==> config.mk <==
export PLATFORM = sky130hd
export DESIGN_NAME = collision_detector
export DESIGN_NICKNAME = d
export VERILOG_FILES = /design/src/rtl/billiard_pkg.sv /design/src/rtl/collision_one_shot.sv /design/src/rtl/collision_detector.sv
export SDC_FILE = /design/constraint.sdc
export NUM_CORES = 1
export LEC_CHECK = 0
export CAP_MARGIN = 20
export CORE_ASPECT_RATIO = 0.5
export CORE_MARGIN = 2
export CORE_UTILIZATION = 34
export CTS_BUF_LIST = sky130_fd_sc_hd__clkbuf_4 sky130_fd_sc_hd__clkbuf_8 sky130_fd_sc_hd__clkbuf_16
export CTS_CLUSTER_DIAMETER = 150
export CTS_CLUSTER_SIZE = 20
export DETAILED_ROUTE_END_ITERATION = 8
export PLACE_DENSITY = 0.67
export SYNTH_ARGS = -nofsm -noshare
export SYNTH_HDL_FRONTEND = slang
export SYNTH_SLANG_ARGS = --single-unit
==> constraint.sdc <==
create_clock -name clk -period 1.9 [get_ports clk]
set_input_delay 0.285 -clock clk [delete_from_list [all_inputs] [get_ports clk]]
set_output_delay 0.285 -clock clk [all_outputs]
set_load 0.02 [all_outputs]
==> src/rtl/billiard_pkg.sv <==
// Shared constants for the billiard game: collision type indices and default widths.
package billiard_pkg;
   localparam int NUM_COLL    = 5;
   localparam int COLL_WR     = 0;
   localparam int COLL_WB     = 1;
   localparam int COLL_RB     = 2;
   localparam int COLL_WH     = 3;
   localparam int COLL_RH     = 4;
   localparam int DEF_COORD_W = 11;
   localparam int DEF_HOLE_W  = 3;
endpackage

==> src/rtl/collision_one_shot.sv <==
// Once-per-frame pulse generator for a single collision type, with a per-frame summary flag.
module collision_one_shot (
   input  logic clk,
   input  logic resetN,
   input  logic startOfFrame,
   input  logic hit,
   output logic pulse,
   output logic flag,
   output logic frameFlag
);

   // The startOfFrame cycle opens a new frame, so a hit there pulses regardless of the old flag.
   always_ff @(posedge clk or negedge resetN) begin
      if (!resetN) begin
         pulse     <= 1'b0;
         flag      <= 1'b0;
         frameFlag <= 1'b0;
      end else begin
         pulse <= hit & (startOfFrame | ~flag);
         if (startOfFrame) begin
            frameFlag <= flag | hit;
            flag      <= hit;
         end else begin
            flag <= flag | hit;
         end
      end
   end

endmodule

==> src/rtl/collision_detector.sv <==
// Detects ball/border/hole overlaps in the pixel stream; reports pocketing and first white/red contact.
module collision_detector
   import billiard_pkg::*;
#(
   parameter int COORD_W = DEF_COORD_W,
   parameter int HOLE_W  = DEF_HOLE_W
) (
   input  logic                clk,
   input  logic                resetN,
   input  logic                startOfFrame,
   input  logic [COORD_W-1:0]  pixelX,
   input  logic [COORD_W-1:0]  pixelY,
   input  logic                whiteBallDR,
   input  logic                redBallDR,
   input  logic                bordersDR,
   input  logic                holesDR,
   input  logic [HOLE_W-1:0]   holeIndex,
   input  logic [HOLE_W-1:0]   targetHole,
   output logic [NUM_COLL-1:0] collisionPulse,
   output logic [NUM_COLL-1:0] frameCollisions,
   output logic                redPocketed,
   output logic [HOLE_W-1:0]   redPocketHole,
   output logic                pocketCorrect,
   output logic                contactValid,
   output logic [COORD_W-1:0]  contactX,
   output logic [COORD_W-1:0]  contactY
);

   logic [NUM_COLL-1:0] hit;
   logic [NUM_COLL-1:0] flag;
   logic                wr_fire;
   logic                rh_fire;

   assign hit[COLL_WR] = whiteBallDR & redBallDR;
   assign hit[COLL_WB] = whiteBallDR & bordersDR;
   assign hit[COLL_RB] = redBallDR   & bordersDR;
   assign hit[COLL_WH] = whiteBallDR & holesDR;
   assign hit[COLL_RH] = redBallDR   & holesDR;

   for (genvar i = 0; i < NUM_COLL; i++) begin : g_shot
      collision_one_shot u_shot (
         .clk          (clk),
         .resetN       (resetN),
         .startOfFrame (startOfFrame),
         .hit          (hit[i]),
         .pulse        (collisionPulse[i]),
         .flag         (flag[i]),
         .frameFlag    (frameCollisions[i])
      );
   end

   // Same condition the one-shots use to pulse, so capture lines up with the pulse cycle.
   assign wr_fire = hit[COLL_WR] & (startOfFrame | ~flag[COLL_WR]);
   assign rh_fire = hit[COLL_RH] & (startOfFrame | ~flag[COLL_RH]);

   always_ff @(posedge clk or negedge resetN) begin
      if (!resetN) begin
         redPocketed   <= 1'b0;
         redPocketHole <= '0;
         pocketCorrect <= 1'b0;
      end else begin
         redPocketed <= rh_fire;
         if (rh_fire) begin
            redPocketHole <= holeIndex;
            pocketCorrect <= (holeIndex == targetHole);
         end
      end
   end

   // Contact point: first WR pixel of the frame; validity expires at frame start.
   always_ff @(posedge clk or negedge resetN) begin
      if (!resetN) begin
         contactValid <= 1'b0;
         contactX     <= '0;
         contactY     <= '0;
      end else if (wr_fire) begin
         contactValid <= 1'b1;
         contactX     <= pixelX;
         contactY     <= pixelY;
      end else if (startOfFrame) begin
         contactValid <= 1'b0;
      end
   end

endmodule

Yosys cells after proc, flatten, opt, wreduce, memory -nomap -nowiden
Cells that the tools add are included.
- equal/unequal tests: 1
- mux-type cells: 7
- bitwise logic cells: 25
- reductions and logical operators: 1
- operators by type and width (cell ; count):
    AND 1 bit ; 10
    OR 1 bit ; 10
    2-to-1 mux 1 bit ; 7
    NOT 1 bit ; 5
    == test 3 bit ; 1
    nonzero test 2 bit ; 1
- bits in registers: 42
- bits of input ports: 35
- output and inout port bits: 38

Longest topological paths before layout
- depth in word-level cells: 4
- gate-level depth with buffers: 4

Cells and area by module
Synthesis repeated with hierarchy kept, for this count alone.
- cells, all modules: 114
- area, all modules: 1654.1 sq um
- modules (own cells, without submodules) (module ; instances ; cells an instance ; area an instance (sq um) ; seq. area each (sq um)):
    collision_detector ; 1 ; 69 ; 1122.3 ; 700.7
    collision_one_shot ; 5 ; 9 ; 106.4 ; 75.1

Worst setup path before layout
OpenSTA, ideal clock, no wires.
- path kind: register -> register
- from: reg g_shot[0].u_shot.flag
- to: reg contactY[0]
- library setup time: 0.125 ns
- data arrival time: 1.095 ns
- required time: 1.775 ns
- slack: 0.681 ns
- stages on the path, launching flop included: 4
- buffers on the path: 1
- period minus slack after synthesis: 1.219 ns
- cell sequence: dfrtp_1 > a21oi_4 > buf_6 > mux2_2
- word-level cells in the longest chain between the ends: 3
- ends and longest elaborated chain (item ; RTL line ; text):
    start, declared ; collision_one_shot.sv:8 ; output logic flag,
    start signal, assigned ; collision_one_shot.sv:22 ; flag <= hit;
    start signal, assigned ; collision_one_shot.sv:24 ; flag <= flag | hit;
    NOT 1 bit ; collision_detector.sv:53 ; assign wr_fire = hit[COLL_WR] & (startOfFrame | ~flag[COLL_WR]);
    OR 1 bit ; collision_detector.sv:53 ;
    AND 1 bit ; collision_detector.sv:53 ;
    end signal, assigned ; collision_detector.sv:79 ; contactY <= pixelY;
    end, declared ; collision_detector.sv:26 ; output logic [COORD_W-1:0] contactY
Every way passes these cells.
A chain may end at the register's enable or synchronous reset.

Final worst setup path
- from: reg contactX[3]
- to: out contactX[3]
- RTL lines (item ; RTL line ; text):
    start, declared ; collision_detector.sv:25 ; output logic [COORD_W-1:0] contactX,
    start signal, assigned ; collision_detector.sv:78 ; contactX <= pixelX;
No word-level cell between the ends.

==> run metrics <==
Clock Tree Root=clkbuf_8; global-route wire length before repair=5510 microns; io pins=between 70 and 80; slack of the worst reg-to-reg path=670 ps; antenna fix cells=0; most common flop cell mapped by yosys=dfrtp_1; Crit path required time=roughly 1600 ps; Crit-path slowest cell=clkdlybuf4s50_1; Horiz. Die Dim=102 microns; number of global-route vias before repair=1146; Yosys cell types=17; Yosys reg bits=42; gr ovfl total=0; Post-CTS Resized=0; CP arrival=around 1300 ps; Post-synth EDFFs=0; DP HPWL=between 2000 and 3000 microns; 1st-iter DRT viols=23; largest family of logic cells by synthesized area=multiplexers; crit path max fanout=2; Final Skew=1.91 ps; FF/Latch Area=around 1100 sq um; CP Buf/Inv Count=1; DRC viols=0; post-synthesis simple-gate area fraction=under 10%; Worst-path clk slew=80 ps; core area=around 4500 sq um; unrepaired setup endpoints after global routing=false; Hold Path Origin=g_shot[2].u_shot.flag$_DFF_PN0_; Critical Path Source Type=register; Initial Util=between 30% and 40%; cells after synthesis=about 120; post-synthesis mux area share=between 10% and 20%; Core Rows=17; Clock power frac=between 20 and 25%; Post-synth ARST share=100%; WP depth=1; Final min period=1560 ps; sequential area share after synthesis=64.0%; via count=1126; crit path kind=reg -> out; Reg power frac=between 40% and 50%; Pins Over Slew Limit=0; Tot GR Track Use=a little over an eighth; top-count cell post-synth=dfrtp_1; Yosys top cell area share=a little under two thirds; Power Internal=1680 uW; Mapped Nets=153; CP peak stage delay=~600 ps; Layout Utilization=between 50% and 60%; Max Fclk=approximately 640 MHz; Netlist Area Pre-Place=1640 sq um; routed len/inst=13.3 microns; R2R Path Start=g_shot[0].u_shot.flag$_DFF_PN0_; Hold Crit Depth=1; Synth Area in Adders=0%; dpl cells=246; initial antenna violation count=0; worst skew pair latency=slightly below 300 ps; total CTS buffers=5; synth cell count leaders=dfrtp_1, mux2_2, buf_4; post-synth top area cell=dfrtp_1; pwr dens=945 nW/um^2; Hold Vio Cnt, Final=0; Layout Nets=roughly 220; drt pass-1 iters=4; XOR/XNOR Fraction of Synth Area=between 1.5 and 2%; Clock Sinks=42; largest net degree at the start of global routing=25; leakage=between 0.001 and 0.0015 uW; post-detailed-routing wire length=~3400 microns; largest cells by area after synthesis=dfrtp_1, mux2_2, buf_4, nand2_1, xor2_1; die area=approximately 5400 sq um; switching power=around 660 uW; Logic pwr share=28.6%; CP Capture Type=output port; Hold Path End=g_shot[2].u_shot.pulse$_DFF_PN0_; crit-path cells=clkdlybuf4s50_1; Fillers=roughly 400; Setup-failing EPs final=0; Post-Layout Inst Area=around 2500 sq um; Post-Syn Area per Cell=between 10 and 15 sq um; switch share=~28%; worst r2r path cells=3; setup TNS=0 ps; CP delay by family, top=buffers and inverters; status=finished, final reports clean; placer congestion estimate=roughly 0.73; Die Ht=53.2 microns; clock buffer depth=2; maximum vdd drop=about 0.34 mV; Ys Warns=0; Rel. slew slack=approximately two thirds; Max-Cap Viols=0; hold slack=approximately 450 ps; Area growth syn-to-layout=51.0%; actual slew at the worst max-slew pin=491 ps; H-tree Lvls=2; Antenna Violating Nets Remaining=0; Hold WC Path Type=reg -> reg; layout cells sized above 1=between 20% and 30%; number of port buffers=72; Tcrit/Tclk final=81.9%; non-filler cells, final=255; Via density=between 4 and 5; Synth Area in Compound Gates=between 6 and 7%; area of the multi-input gates=472 sq um; post-placement cell area=2370 sq um; CTS tree=built; R2R Path End=contactX[9]$_DFFE_PN0P_
[cell usage in the layout, fill, tap and decap left out, types with 2 or more instances in the layout]
master / n
nand2_1: 7
buf_4: 2
xor2_1: 3
o21ai_0: 4
nor2_1: 5
clkdlybuf4s50_1: 71
inv_1: 4
a31oi_1: 4
clkbuf_8: 6
mux2_2: 26
dfrtp_1: 42
a21oi_1: 5
[power groups by stage]
stage          clock network, uW  logic, uW  registers (uW)
2_1_floorplan                  0        199            1230
3_3_place_gp                   0        666            1100
3_5_place_dp                   0        678            1110
4_1_cts                      605        681            1090
5_1_grt                      645        715            1110
6_report                     583        670            1090
[routing by layer]
layer  vias to the layer above  share of wire, %  global-route usage (%)
met1                       568                43                    16.8
met3                         5               4.4                    4.49
met4                         0               1.3                    5.33
met2                        27                51                    22.9
li1                        526                 -                       -
met5                         -                 0                       0
[registers in the layout (all words and copies together) (netlist names)]
name	cells
g_shot.u_shot.frameFlag	5
redPocketed	1
g_shot.u_shot.flag	5
contactValid	1
g_shot.u_shot.pulse	4
contactY	11
pocketCorrect	1
contactX	11
redPocketHole	3
[how the worst max path moves through the flow]
stage	start	end	slack, ps
2_1_floorplan	g_shot[0].u_shot.flag$_DFF_PN0_	contactY[0]$_DFFE_PN0P_	680
3_3_place_gp	redBallDR	contactY[4]$_DFFE_PN0P_	170
3_5_place_dp	whiteBallDR	contactX[3]$_DFFE_PN0P_	130
4_1_cts	contactY[5]$_DFFE_PN0P_	contactY[5]	330
5_1_grt	contactValid$_DFFE_PN0P_	contactValid	300
6_report	contactX[3]$_DFFE_PN0P_	contactX[3]	340
[through the flow]
step                total power [uW]  worst slack, ps
finish                          2340              344
global route                    2470              298
CTS                             2380              332
detailed placement              1790              132
global placement                1770              170
floorplan                       1430              681
[timing repair]
item | 4_1_cts | 5_1_grt
endpoints found under the hold margin | 21 | 0
hold buffers | 1 | 0
setup buffers | 0 | 0
[layout make-up]
type	instances	area share (%)
Timing Repair Buffer	76	30.7
Clock inverter	2	0.505
Multi-Input combinational cell	58	19.0
Sequential cell	42	42.4
Tap cell	66	3.33
Inverter	5	0.757
Clock buffer	6	3.33
[logic make-up (layout without fill, tap and decap cells)]
logic type / Yosys count / count (layout)
xor+xnor: 3 / 3
simple gates: 13 / 13
flops: 42 / 42
buf+inv: 18 / 89
compound gates: 16 / 16
mux: 26 / 26
No activity file was read; power rests on OpenSTA's default activity.
